==> src/rtl/sobel_stream_core.sv <==
// Streaming 3x3 Sobel edge detector: raster pixels in, (IMG_W-2)x(IMG_H-2) results out.
// Two rotating line buffers replace a full-frame store; one output register, no skid.
module sobel_stream_core #(
    parameter int IMG_W = 240,
    parameter int IMG_H = 240,
    parameter int PIX_W = 8,
    parameter int CNT_W = 32
) (
    input  logic             clk,
    input  logic             rst,
    input  logic             start,
    input  logic             mode,
    input  logic [PIX_W+2:0] thresh,
    input  logic [PIX_W-1:0] in_data,
    input  logic             in_valid,
    output logic             in_ready,
    output logic [PIX_W-1:0] out_data,
    output logic             out_valid,
    input  logic             out_ready,
    output logic             busy,
    output logic             done,
    output logic [CNT_W-1:0] total_cycles_out
);

    localparam int XW = $clog2(IMG_W);
    localparam int YW = $clog2(IMG_H);
    localparam int SW = PIX_W + 3;
    localparam logic [XW-1:0] X_LAST  = XW'(IMG_W - 1);
    localparam logic [YW-1:0] Y_LAST  = YW'(IMG_H - 1);
    localparam logic [SW-1:0] PIX_MAX = SW'((1 << PIX_W) - 1);

    typedef enum logic [1:0] {IDLE, RUN, FIN} state_t;

    state_t state, state_nxt;

    logic                  mode_q;
    logic [SW-1:0]         thresh_q;
    logic [XW-1:0]         x;
    logic [YW-1:0]         y;
    logic                  row_sel;
    logic                  last_in;
    logic [CNT_W-1:0]      cycle_cnt;
    logic [PIX_W-1:0]      line_a [IMG_W];
    logic [PIX_W-1:0]      line_b [IMG_W];
    logic [2:0][PIX_W-1:0] win_l;
    logic [2:0][PIX_W-1:0] win_m;

    logic                  in_fire;
    logic                  out_fire;
    logic                  emit;
    logic [PIX_W-1:0]      top;
    logic [PIX_W-1:0]      mid;
    logic [SW-1:0]         l_sum, r_sum, t_sum, b_sum;
    logic signed [SW-1:0]  gx, gy;
    logic [SW-1:0]         abs_gx, abs_gy, mag;
    logic [PIX_W-1:0]      result;

    assign in_fire  = in_valid && in_ready;
    assign out_fire = out_valid && out_ready;
    assign emit     = in_fire && (x >= XW'(2)) && (y >= YW'(2));

    always_ff @(posedge clk or negedge rst) begin
        if (!rst) state <= IDLE;
        else      state <= state_nxt;
    end

    // Input stops once the final pixel is in, so nothing is accepted while the last result drains.
    always_comb begin
        state_nxt = state;
        busy      = 1'b0;
        done      = 1'b0;
        in_ready  = 1'b0;
        case (state)
            IDLE: if (start) state_nxt = RUN;
            RUN: begin
                busy     = 1'b1;
                in_ready = !last_in && (out_ready || !out_valid);
                if (out_fire && last_in) state_nxt = FIN;
            end
            FIN: begin
                done      = 1'b1;
                state_nxt = IDLE;
            end
            default: state_nxt = IDLE;
        endcase
    end

    // row_sel picks which buffer holds row y-1; the other holds row y-2 and is overwritten with row y.
    always_comb begin
        top = row_sel ? line_a[x] : line_b[x];
        mid = row_sel ? line_b[x] : line_a[x];
    end

    // NOTE: line buffers have no reset; rows 0-1 are always rewritten before any result reads them.
    always_ff @(posedge clk) begin
        if (in_fire) begin
            if (row_sel) line_a[x] <= in_data;
            else         line_b[x] <= in_data;
        end
    end

    // The window is win_l (left), win_m (centre) and the incoming column {top, mid, in_data}.
    always_comb begin
        l_sum  = SW'(win_l[0]) + (SW'(win_l[1]) << 1) + SW'(win_l[2]);
        r_sum  = SW'(top) + (SW'(mid) << 1) + SW'(in_data);
        t_sum  = SW'(win_l[0]) + (SW'(win_m[0]) << 1) + SW'(top);
        b_sum  = SW'(win_l[2]) + (SW'(win_m[2]) << 1) + SW'(in_data);
        gx     = r_sum - l_sum;
        gy     = b_sum - t_sum;
        abs_gx = gx[SW-1] ? SW'(-gx) : SW'(gx);
        abs_gy = gy[SW-1] ? SW'(-gy) : SW'(gy);
        mag    = abs_gx + abs_gy;
        if (mode_q) result = (mag >= thresh_q) ? '1 : '0;
        else        result = (mag > PIX_MAX) ? '1 : mag[PIX_W-1:0];
    end

    // NOTE: sequential state uses non-blocking assignments only, so every register sees pre-edge values.
    always_ff @(posedge clk or negedge rst) begin
        if (!rst) begin
            mode_q           <= 1'b0;
            thresh_q         <= '0;
            x                <= '0;
            y                <= '0;
            row_sel          <= 1'b0;
            last_in          <= 1'b0;
            cycle_cnt        <= '0;
            win_l            <= '0;
            win_m            <= '0;
            out_valid        <= 1'b0;
            out_data         <= '0;
            total_cycles_out <= '0;
        end else begin
            if (state == IDLE && start) begin
                mode_q    <= mode;
                thresh_q  <= thresh;
                x         <= '0;
                y         <= '0;
                row_sel   <= 1'b0;
                last_in   <= 1'b0;
                cycle_cnt <= '0;
                win_l     <= '0;
                win_m     <= '0;
            end

            if (state == RUN && cycle_cnt != '1) cycle_cnt <= cycle_cnt + CNT_W'(1);

            if (in_fire) begin
                win_l <= win_m;
                win_m <= {in_data, mid, top};
                if (x == X_LAST) begin
                    x       <= '0;
                    y       <= y + YW'(1);
                    row_sel <= !row_sel;
                    if (y == Y_LAST) last_in <= 1'b1;
                end else begin
                    x <= x + XW'(1);
                end
            end

            if (emit) begin
                out_valid <= 1'b1;
                out_data  <= result;
            end else if (out_ready) begin
                out_valid <= 1'b0;
            end

            if (state == FIN) total_cycles_out <= cycle_cnt;
        end
    end

endmodule

==> config.mk <==
export PLATFORM = sky130hd
export DESIGN_NAME = sobel_stream_core
export DESIGN_NICKNAME = d
export VERILOG_FILES = /design/src/rtl/sobel_stream_core.sv
export SDC_FILE = /design/constraint.sdc
export NUM_CORES = 2
export LEC_CHECK = 0
export CELL_PAD_IN_SITES_DETAIL_PLACEMENT = 0
export CELL_PAD_IN_SITES_GLOBAL_PLACEMENT = 1
export CORE_ASPECT_RATIO = 0.75
export CORE_UTILIZATION = 55
export DETAILED_ROUTE_END_ITERATION = 12
export PLACE_DENSITY_LB_ADDON = 0.1
export REMOVE_ABC_BUFFERS = 1
export SLEW_MARGIN = 25
export SYNTH_ARGS = -nofsm -noshare
export SYNTH_HDL_FRONTEND = slang
export SYNTH_SLANG_ARGS = --single-unit
==> constraint.sdc <==
create_clock -name clk -period 11.6 [get_ports clk]
set_clock_uncertainty 0.15 [all_clocks]
set_input_delay 3.48 -clock clk [delete_from_list [all_inputs] [get_ports clk]]
set_output_delay 3.48 -clock clk [all_outputs]
set_load 0.01 [all_outputs]
==> run_results.csv <==
group,metric,value,unit
power,p_seq_frac,0.314,
drt,vias_per_cell,6.654,
yosys,synth.distinct_cells,75,
critical_path,reg2reg_slack,320,ps
drt,drt-wirelength-per-cell,35.27,µm
yosys,synthFlopType,"edfxtp_1",
power,p_switching,19.13,mW
die,start_util,0.5532,
drt,antenna_left,0,
cts,cts.sinks,3993,
yosys,synth-seq-cells,3993,
placed_design,hpwlAfterDp,258.4,mm
drt,dr.first_iter.drc_count,12110,
sta,rsz0062_at_grt,"no",
global_route,antenna_found_initial,19,
yosys,syn_inst,7347,
critical_path,startpoint_type,"register",
global_route,grt_pass1_vias,76220,
placed_design,place.gp.congestion,0.8700,
cts,clock_latency,910,ps
critical_path,worstRegToRegCells,35,
die,fp.dieW,621.4,µm
finish,layout.nets,7779,
job,cap_violations,0,
yosys,yosysWarnings,0,
die,ioPinCount,69,
die,core_area,286100,µm²
yosys,synthArstFlopShare,0.03832,
finish,stdcell_area,176600,µm²
global_route,grtUsageTotal,0.2869,
power,p_leak,55.93,nW
sta,post-route-min-period,11280,ps
cts,path_clk_slew,60,ps
sta,fmax,88.63,MHz
drt,drtPass1Iterations,6,
cts,cts_inserted_buffers,377,
power,p_per_area,288.7,nW/µm²
power,swShare,0.3752,
global_route,grt_max_degree,162,
die,die_h,466.5,µm
critical_path,r2r_start,"x[1]",
critical_path,crit_start,"x[1]",
sta,timing.slew.headroom,0.2130,
power,ir_drop,0.002692,V
sta,report.final.hold_viol_count,0,
critical_path,rr_endpoint,"out_data[2]",
critical_path,critical_path.max_stage_delay,990,ps
sta,max_slew.worst_pin.slew,1176,ps
die,die_area,289900,µm²
worst_hold_path,hp-class,"reg2reg",
global_route,overflow,0,
cts,tritoncts,"built",
cts,cts-root-buf,"clkbuf_16",
outcome,status,"completed",
die,row_count,170,
sta,fin_crit_sh,0.9727,
critical_path,crit_type,"reg2reg",
critical_path,required,12180,ps
global_route,grt_pass1_wl,587.0,mm
sta,drv_slew,0,
critical_path,cp_common_cell,"fa_1",
finish,layout-drive-gt1-share,0.2623,
placed_design,port_buffers,68,
sta,tns,0,ps
finish,area_growth,11.60,%
power,comb_power_share,0.446,
drt,dr_total_vias,77990,
finish,fillerInstances,19540,
critical_path,arrival,11870,ps
cts,cts_max_path_buffers,4,
critical_path,end_kind,"register",
drt,drcViolationCount,0,
yosys,synth_edf_count,3840,
yosys,seq_area_frac_synth,0.7528,
drt,drt_wl_total,413.4,mm
yosys,avgSynthCellArea,21.54,µm²
cts,htree_levels,5,
critical_path,critPathMaxFanout,28,
critical_path,cp-endpoint,"out_data[2]",
placed_design,postPlaceCellArea,164500,µm²
yosys,synth_area,158300,µm²
cts,cts_setup_buffers,0,
sta,setup_viol,0,
critical_path,cpMaxStageDelayCell,"dfrtp_4",
power,clkPwrFrac,0.240,
power,p_int,31.86,mW
## cells in the mapped netlist (all sizes together), types with 12 or more instances
cell type | number | share of area
nor2 | 542 | 0.013
a21o | 13 | 0.00062
buf | 210 | 0.0079
nor3 | 32 | 0.0010
a22oi | 56 | 0.0027
xnor2 | 23 | 0.0013
mux2i | 73 | 0.0046
o21ai | 103 | 0.0033
inv | 127 | 0.0030
a21oi | 54 | 0.0017
edfxtp | 3840 | 0.73
o22ai | 31 | 0.0012
ha | 53 | 0.0042
nand2b | 12 | 0.00047
mux2 | 35 | 0.0025
dfrtp | 153 | 0.024
nand3 | 87 | 0.0028
and3 | 17 | 0.00067
nand2 | 215 | 0.0051
clkbuf | 212 | 0.0050
nand4 | 23 | 0.00091
fa | 63 | 0.0080
o31ai | 18 | 0.00085
and2 | 12 | 0.00047
mux4 | 1174 | 0.17
xor2 | 16 | 0.00089
## layer usage
metal	vias to the layer above	track usage	part of all wire
li1	31090	-	-
met1	42120	0.4626	0.43
met2	4222	0.4113	0.44
met3	549	0.05369	0.10
met4	8	0.06626	0.024
met5	-	0.001628	0.00027
## power by group through the flow
stage          Combinational (mW)  Sequential, mW  Clock, mW
6_report                     22.8            16.0       12.2
5_1_grt                      24.1            16.0       12.9
4_1_cts                      22.4            16.0       12.4
3_5_place_dp                 22.2            16.3          0
3_3_place_gp                 22.6            16.3          0
2_1_floorplan                18.4            16.7          0
## final cells by class
type,instances,area [µm²],area share
clock buffers,466,10030,0.05679
flip-flops and latches,3993,119200,0.6747
clock inverters,209,2006,0.01136
well taps,3784,4735,0.02681
multi-input cells,2805,36950,0.2092
inverters,127,484.2,0.002742
repair buffers,334,3238,0.01834
diodes,2,5.005,0.00002834
## cells in the final DEF (no fill, tap or decap), types with 63 or more instances in the layout
cell / Yosys / final
buf_4: 34 / 221
edfxtp_1: 3840 / 3840
dfrtp_1: 153 / 148
mux2i_1: 73 / 72
clkbuf_1: 212 / 73
nand3_1: 87 / 83
inv_1: 126 / 125
fa_1: 63 / 63
nor2_1: 542 / 524
clkbuf_16: 0 / 386
mux4_2: 1174 / 1174
o21ai_0: 97 / 97
clkinv_2: 0 / 72
nand2_1: 215 / 201
clkinv_1: 0 / 73
## stage by stage
| stage | power (mW) | worst slack [ps] | std cells | hold WS [ps] | utilization |
|---|---|---|---|---|---|
| floorplan | 35.11 | -32870 | 6925 | 280.5 | - |
| global placement | 38.89 | 132.8 | 11040 | 291.6 | 0.5748 |
| detailed placement | 38.52 | 295.7 | 11040 | 294.9 | 0.5750 |
| CTS | 50.75 | 232.3 | 11720 | 311.9 | 0.6171 |
| global route | 53.01 | 61.69 | 11720 | 328.5 | 0.6173 |
| finish | 50.99 | 316.6 | 11720 | 315.3 | 0.6173 |
## worst min path at each step
stage	start	endpoint	cells past startpoint	slack, ps
floorplan	win_m[10]	win_l[10]	2	280
global placement	win_m[11]	win_l[11]	2	290
detailed placement	win_m[10]	win_l[10]	2	290
CTS	win_m[11]	win_l[11]	2	310
global route	win_m[10]	win_l[10]	2	330
finish	win_m[11]	win_l[11]	2	320
## logic make-up (layout without fill, tap and decap cells)
group | Yosys count | in the layout | share of synthesized area
simple gates | 994 | 994 | 0.02683
xor+xnor | 41 | 41 | 0.002451
buf+inv | 549 | 1136 | 0.01595
flops | 3993 | 3993 | 0.7528
fa+ha+maj | 117 | 117 | 0.01222
compound gates | 371 | 371 | 0.01554
mux | 1282 | 1282 | 0.1742
other cells | 0 | 2 | 0
## flip-flops by register name (all words and copies together), names as in the netlist
| signal | cells |
|---|---|
| cycle_cnt | 32 |
| last_in | 1 |
| line_a | 1920 |
| line_b | 1920 |
| mode_q | 1 |
| out_data | 8 |
| out_valid | 1 |
| row_sel | 1 |
| state | 2 |
| thresh_q | 11 |
| total_cycles_out | 32 |
| win_l | 24 |
| win_m | 24 |
| x | 8 |
| y | 8 |
## worst max-delay path, delay by kind of cell, from the launching register on
family | cells | cell delay (ps)
mux | 2 | 510
compound gates | 13 | 3270
fa+ha+maj | 7 | 2940
buf+inv | 5 | 950
flops | 1 | 990
simple gates | 7 | 2030
xor+xnor | 1 | 220
## timing repair
action	CTS	global route
gates resized for setup	0	4
hold buffers	0	0
setup endpoints to repair	0	8
No activity file was read; power rests on OpenSTA's default activity.
